--- src/rtl/apb_arbiter_master.sv ---
// rtl/apb_arbiter_master.sv - two-requester round-robin arbiter driving a single APB master port
module apb_arbiter_master #(
    parameter int TIMEOUT = 15
) (
    input  logic             clk,
    input  logic             rst,
    input  logic [1:0]       req,
    input  logic [1:0][31:0] addr,
    input  logic [1:0][31:0] wdata,
    input  logic [1:0]       write,
    output logic [1:0]       done,
    output logic             err,
    output logic [31:0]      rdata,
    output logic [31:0]      PADDR,
    output logic [31:0]      PWDATA,
    output logic             PWRITE,
    output logic             PSEL,
    output logic             PENABLE,
    input  logic [31:0]      PRDATA,
    input  logic             PREADY,
    input  logic             PSLVERR
);

    // Wide enough to hold TIMEOUT itself, never narrower than one bit.
    localparam int WW = (TIMEOUT < 2) ? 1 : $clog2(TIMEOUT + 1);

    typedef enum logic [1:0] {
        ST_IDLE   = 2'd0,
        ST_SETUP  = 2'd1,
        ST_ACCESS = 2'd2
    } state_t;

    state_t          r_state;
    state_t          w_next;
    logic            r_last;
    logic            r_owner;
    logic [WW-1:0]   r_wait;

    logic            w_grant;
    logic            w_winner;
    logic            w_complete;
    logic            w_timeout;

    // Round-robin pick: a lone requester wins, a tie goes to whoever was not granted last.
    always_comb begin
        w_grant  = |req;
        w_winner = 1'b0;
        if (req == 2'b11) begin
            w_winner = ~r_last;
        end else begin
            w_winner = req[1];
        end
    end

    // State register; reset aborts any transfer in flight.
    always_ff @(posedge clk or posedge rst) begin
        if (rst) begin
            r_state <= ST_IDLE;
        end else begin
            r_state <= w_next;
        end
    end

    // Next state, completion/timeout detection and APB strobes decoded from the state.
    always_comb begin
        w_next     = r_state;
        w_complete = 1'b0;
        w_timeout  = 1'b0;
        PSEL       = 1'b0;
        PENABLE    = 1'b0;
        case (r_state)
            ST_IDLE: begin
                if (w_grant) begin
                    w_next = ST_SETUP;
                end
            end
            ST_SETUP: begin
                PSEL   = 1'b1;
                w_next = ST_ACCESS;
            end
            ST_ACCESS: begin
                PSEL    = 1'b1;
                PENABLE = 1'b1;
                if (PREADY) begin
                    w_complete = 1'b1;
                    w_next     = ST_IDLE;
                end else if ((int'(r_wait) + 1) >= TIMEOUT) begin
                    // This stalled cycle is the TIMEOUT-th one: give up on the slave.
                    w_complete = 1'b1;
                    w_timeout  = 1'b1;
                    w_next     = ST_IDLE;
                end
            end
            default: begin
                w_next = ST_IDLE;
            end
        endcase
    end

    // Grant bookkeeping, APB address/data latching, wait counting and completion status.
    always_ff @(posedge clk or posedge rst) begin
        if (rst) begin
            r_last  <= 1'b1;
            r_owner <= 1'b0;
            r_wait  <= '0;
            PADDR   <= 32'h0;
            PWDATA  <= 32'h0;
            PWRITE  <= 1'b0;
            done    <= 2'b00;
            err     <= 1'b0;
            rdata   <= 32'h0;
        end else begin
            done <= 2'b00;

            if ((r_state == ST_IDLE) && w_grant) begin
                PADDR   <= addr[w_winner];
                PWDATA  <= wdata[w_winner];
                PWRITE  <= write[w_winner];
                r_owner <= w_winner;
                r_last  <= w_winner;
                r_wait  <= '0;
            end

            if ((r_state == ST_ACCESS) && !PREADY && !w_timeout) begin
                r_wait <= r_wait + WW'(1);
            end

            // err/rdata only change on completion so they hold between transfers.
            if (w_complete) begin
                done  <= r_owner ? 2'b10 : 2'b01;
                err   <= w_timeout ? 1'b1 : PSLVERR;
                rdata <= (w_timeout || PWRITE) ? 32'h0 : PRDATA;
            end
        end
    end

endmodule
--- config.mk ---
export PLATFORM = sky130hd
export DESIGN_NAME = apb_arbiter_master
export DESIGN_NICKNAME = d
export VERILOG_FILES = /design/src/rtl/apb_arbiter_master.sv
export SDC_FILE = /design/constraint.sdc
export NUM_CORES = 1
export LEC_CHECK = 0
export CORE_ASPECT_RATIO = 0.5
export CORE_MARGIN = 3
export CORE_UTILIZATION = 35
export CTS_CLUSTER_DIAMETER = 50
export DETAILED_ROUTE_END_ITERATION = 10
export PLACE_DENSITY = 0.77
export SYNTH_ARGS = -nofsm -noshare
export SYNTH_HDL_FRONTEND = slang
export SYNTH_SLANG_ARGS = --single-unit
--- constraint.sdc ---
create_clock -name clk -period 4.35 [get_ports clk]
set_clock_uncertainty 0.1 [all_clocks]
set_input_delay 1.305 -clock clk [delete_from_list [all_inputs] [get_ports clk]]
set_output_delay 1.305 -clock clk [all_outputs]
set_load 0.005 [all_outputs]
==> results.ini <==
[timing]
tns_ns=0
max_freq_mhz=337
maxSlewHeadroom_pct=55.1
timing.final.crit_share_pct=68.3
drv_slew=0
worstMarginPinSlew_ns=0.674
finalHoldViolCount=0
rsz0062_at_grt=false
finalSetupViolations=0
period_needed_ns=2.97

[place]
dpl_cell_area_mm2=0.00761
gp_congestion=0.802
place_hpwl_um=10700
portBuffers=269

[yosys]
synth_edf_count=0
synth_top_area_share_pct=56.3
ys_types=37
yosysTopAreaCell=dfrtp_1
syn_area_mm2=0.00476
synthArstFlopShare_pct=100
synthCells=427
synth_seq_area_share_pct=56.8
synth.area.top_cells=dfrtp_1 56%, mux2i_1 14%, o21ai_0 7.0%
ys_seq_elements=108
syn_area_per_cell_um2=11.1
yosysWarnings=0
ys.flop_type=dfrtp_1
synthesis.nets=600

[floorplan]
pin_count=270
row_count=29
die_area_mm2=0.0151
die_h_um=88.5
start_util_pct=36.6
die_x_um=171
core_area_mm2=0.0130

[cts]
numCtsBuffers=9
cts.sinks=108
cts_buffer_depth=2
cts_hold_buf=0
clkTransAtPathRegs_ns=0.07
clk_latency_ns=0.33
tritoncts=built
cts_setup_buffers=0
htree_levels=3
cts-resized-gates=0
root_buffer=clkbuf_16

[setup_path]
required_ns=2.94
max_stage_delay_ns=0.51
path_buf_inv=2
crit_slowest_cell=clkdlybuf4s50_1
cp.arrival_ns=1.56
crit_type=flop to primary output
path_delay_family=buffers and inverters
path_cells=inv_1 > ha_1 > clkdlybuf4s50_1
cp-start-kind=flop
end_kind=primary output
reg2reg_depth=7
cp_max_fo=3
cp.depth=3

[status]
status=finished, final reports clean

[grt]
grt_usage_pct=18.2
grt_max_degree=94
grt_pass1_vias=4051
grt_pass1_wl_um=21800
gr-total-overflow=0
grt_antenna_before_repair=0

[cells_and_area]
syn2layout_area_growth_pct=66.0
antennaDiodeCount=0
fin_area_mm2=0.00790
nets=856
drive_gt1_share_pct=4.22

[drt]
drt_pre_antenna_iters=4
viasPerCell=4.75
drt_iter0_markers=249
routed_wirelength_um=14300
via_count=4077
drc_errors=0
ant_nets=0
post_drt_wl_per_cell_um=16.7

[power_and_ir_drop]
p_sw_mw=1.48
power_frac_seq_pct=37.7
swShare_pct=32.0
peakVddDrop_v=0.000248
clkPwrFrac_pct=17.1
power.density_mw_per_mm2=584
comb_power_share_pct=45.3
leakage_nw=3.39
power.internal_mw=3.14

[worst_hold_path]
min_path_cells=2
holdCritPathClass=flop to flop

[run]
cap_violations=0

## layout by cell type, fill, tap and decap left out, types with 2 or more instances in the layout
cell / Yosys / layout
mux2i_1: 67 / 67
o21ai_0: 67 / 67
clkinv_4: 0 / 2
buf_12: 0 / 2
a22o_1: 33 / 33
inv_1: 9 / 8
clkdlybuf4s50_1: 0 / 269
a21oi_1: 4 / 4
ha_1: 5 / 5
nand2_1: 71 / 71
inv_6: 0 / 3
nand3_1: 3 / 3
nor2_1: 6 / 5
clkinvlp_4: 0 / 2
dfrtp_1: 107 / 107
clkbuf_16: 0 / 9
buf_4: 0 / 5
and2_1: 2 / 2
## synth_stat cells, types with 2 or more instances
cell	count
ha_1	5
dfrtp_1	107
nand2_1	71
nand3_1	3
nor2_1	6
buf_1	2
mux2i_1	67
clkbuf_1	18
and2_1	2
a21oi_1	4
inv_1	9
a22o_1	33
buf_6	4
buf_2	7
o21ai_0	67
## tightest hold or removal path, cell delays in order (launching register included)
cell	delay, ns
dfrtp_1	0.34
nand2_1	0.04
o21ai_0	0.06
## stage by stage
stage / instances / total power [mW] / util [%] / hold WS [ns] / setup WS [ns]
after floorplan: 427 / 2.56 / - / 0.323 / 0.101
after global placement: 842 / 3.81 / 58.6 / 0.360 / 1.11
after detailed placement: 842 / 3.87 / 58.6 / 0.369 / 1.04
after CTS: 858 / 4.68 / 60.8 / 0.386 / 1.37
after global routing: 858 / 4.94 / 60.8 / 0.400 / 1.29
final: 858 / 4.61 / 60.8 / 0.377 / 1.38
## per-layer routing
layer	track usage (%)	vias up	share of wire, %
li1	-	2012	-
met1	22.3	1937	40
met2	33.7	111	53
met3	3.70	17	4.5
met4	4.67	0	1.7
met5	0	-	0
## power groups by stage
stage          Combinational (mW)  Clock (mW)  Sequential, mW
5_1_grt                      2.29       0.856            1.80
3_5_place_dp                 2.12           0            1.75
4_1_cts                      2.13       0.815            1.74
2_1_floorplan               0.797           0            1.76
3_3_place_gp                 2.07           0            1.74
6_report                     2.09       0.788            1.74
## cell families after synthesis
logic type	after synthesis	share of synthesized area, %
compound gates	120	16.3
buf+inv	40	3.97
simple gates	86	7.28
mux	68	14.3
flops	108	56.8
fa+ha+maj	5	1.31
## state kept, by name, indices dropped and copies added, names as in the netlist
signal	count
rdata	32
PADDR	32
PWDATA	32
done	2
err	1
r_state	2
r_wait	4
r_last	1
PWRITE	1
r_owner	1
## area by class of cell
class | instances | area (um2)
clock buffer | 9 | 225
clock inverter | 7 | 58.8
tap | 170 | 213
timing repair buffer | 276 | 2770
sequential | 108 | 2700
inverter | 9 | 36.3
fill | 1099 | 5090
multi-input combinational | 279 | 1890
## final timing paths
path	startpoint	slack [ns]	end
max	r_state[0]$_DFFE_PP0P_	1.38	PSEL
min	PADDR[4]$_DFFE_PP0P_	0.38	PADDR[4]$_DFFE_PP0P_
max reg2reg	r_wait[0]$_DFFE_PP0P_	1.71	rdata[18]$_DFFE_PP0P_
min reg2reg	PADDR[4]$_DFFE_PP0P_	0.38	PADDR[4]$_DFFE_PP0P_
max in group asynchronous	rst	2.15	r_last$_DFFE_PP1P_
min in group asynchronous	rst	1.24	rdata[30]$_DFFE_PP0P_
No activity file was read; power rests on OpenSTA's default activity.
==> patch: new RTL, same settings <==
Set the parameter `TIMEOUT` to 30 (it was 15).
--- a/src/rtl/apb_arbiter_master.sv
+++ b/src/rtl/apb_arbiter_master.sv
@@ -1,6 +1,6 @@
 // rtl/apb_arbiter_master.sv - two-requester round-robin arbiter driving a single APB master port
 module apb_arbiter_master #(
-    parameter int TIMEOUT = 15
+    parameter int TIMEOUT = 30
 ) (
     input  logic             clk,
     input  logic             rst,
Behaviour: no difference found for any inputs over 10 cycles, from zero or initial values and one cycle with rst high; that may be too few to reach the edited logic, so the function may still have changed.
==> patch against the unedited design <==
Cell area is 0.40% lower. Sequential cell count is 1 higher. Total power is 1.4% lower. Hold slack worse by 0.0086 ns. Largest power group unchanged. Routed wire length is 1.5% lower. Final cell count is 0.82% lower. Setup slack worse by 0.093 ns. Non-clock buffer count is 1 lower. Area after synthesis is 0.37% lower.
==> patch: results (changes against the unedited design) <==
- Post-route setup slack: 1.29 ns (-0.0926 ns)
- Final-layout non-clock buffer area share: 35.0% (-0.12 points)
- Multi-input gate share of total cell area: 23.6% (-0.37 points)
- Clock-cell share: 3.75% (+0.16 points)
- Inverter count: 6 (-3)
- Largest net degree at the start of global routing: 85 (-9.6%)
- Clock buffer count: 10 (+1)
- Top cells by count, synth: dfrtp_1 (108), nand2_1 (67), mux2i_1 (65), o21ai_1 (44), a22o_1 (33)
- Clock Root Buffer: clkbuf_16
- RePlAce Congestion: 0.777 (-3.2%)
- Crit Path Max Fanout: 5 (+2)
- Multi-input gates: 275 (-1.4%)
- Leak: 3.43 nW (+1.3%)
- First-pass GRT wire length: 21100 um (-2.8%)
- R2r startpoint: r_wait[0]$_DFFE_PP0P_
- Vias in the first global route: 3966 (-2.1%)
- Routed vias/inst: 4.75 (about the same)
- Sequential cell count: 109 (+0.93%)
- VDD IR max: 245 uV (-1.3%)
- Clk power: 0.815 mW (+3.4%)
- Reg2reg end: r_state[1]$_DFFE_PP0P_
- Arr. time, crit path: 1.66 ns (+0.10 ns)
- Floorplan row count: 29 (unchanged)
- Net switching power: 1.43 mW (-2.9%)
- DRT Pass-1 Iters: 5 (+1)
- Yosys cell types: 33 (-11%)
- Place WS: 1.03 ns (-0.00822 ns)
- R2R cell count: 6 (-1)
- Status: finished clean
- CP endpoint: PENABLE
- Dpl cell area: 7570 um2 (-0.56%)
- Fill cells: 1109 (+0.91%)
- Sequential portion of the cell area: 34.7% (+0.45 points)
- CP peak stage delay: 0.55 ns (+0.04 ns)
- Hold depth: 1 (-1)
- Net Count, Synth: 591 (-1.5%)
- Cts repair resizes: 0 (unchanged)
- Starting DRC count in detailed routing: 206 (-17%)
- Final nets: 849 (-0.82%)
- Post-DP HPWL: 10900 um (+1.3%)
- Worst Max-Slew Pin Slew: 0.918 ns (+0.244 ns)
- Layout cells sized above 1: 4.41% (+0.19 points)
- Total Routing Usage GR: 17.8% (-0.45 points)
- WL per Instance: 16.5 um (-0.72%)
- Clock power share: 17.9% (+0.8 points)
- Fraction of registers with async set/reset: 100% (unchanged)
- Reg2reg setup slack: 2.22 ns (+0.51 ns)
-- patch: cell types whose count changed after synthesis, sizes merged, moves of 3 or more --
| cell | change |
|---|---|
| clkbuf | -9 |
| buf | +6 |
| nand3 | +4 |
| inv | -3 |
| nand4 | +3 |
| nor2 | -3 |
-- patch: logic make-up after synthesis --
family | share of synthesized area [%]
xor+xnor | 0.369
fa+ha+maj | 1.32
compound gates | 14.5
flops | 57.5
buf+inv | 3.72
simple gates | 8.55
mux | 14.0
-- patch: worst max-delay path: cells and delay by family, from the launching register on --
family | cells | cell delay, ns
adder cells (fa/ha/maj) | 1 | 0.28
flip-flops | 1 | 0.40
buffers and inverters | 2 | 0.64
-- patch: metrics by stage --
step,util (%),std cells
after floorplan,-,418
after global placement,58.5,835
after detailed placement,58.5,835
after CTS,60.7,851
after global routing,60.7,851
final,60.7,851
-- patch: layer usage --
layer	vias to the layer above	GRT usage, %	part of all wire (%)
li1	1991	-	-
met5	-	0	0
met3	8	3.61	4.7
met2	97	33.4	54
met4	0	2.80	0.52
met1	1944	21.9	41
-- patch: how the worst min path moves through the flow --
stage / start / endpoint / slack, ns
2_1_floorplan: r_owner$_DFFE_PP0P_ / done[0]$_DFF_PP0_ / 0.32
3_3_place_gp: PADDR[29]$_DFFE_PP0P_ / PADDR[29]$_DFFE_PP0P_ / 0.36
3_5_place_dp: PADDR[31]$_DFFE_PP0P_ / PADDR[31]$_DFFE_PP0P_ / 0.37
4_1_cts: r_owner$_DFFE_PP0P_ / done[0]$_DFF_PP0_ / 0.38
5_1_grt: r_owner$_DFFE_PP0P_ / done[0]$_DFF_PP0_ / 0.40
6_report: r_owner$_DFFE_PP0P_ / done[0]$_DFF_PP0_ / 0.37
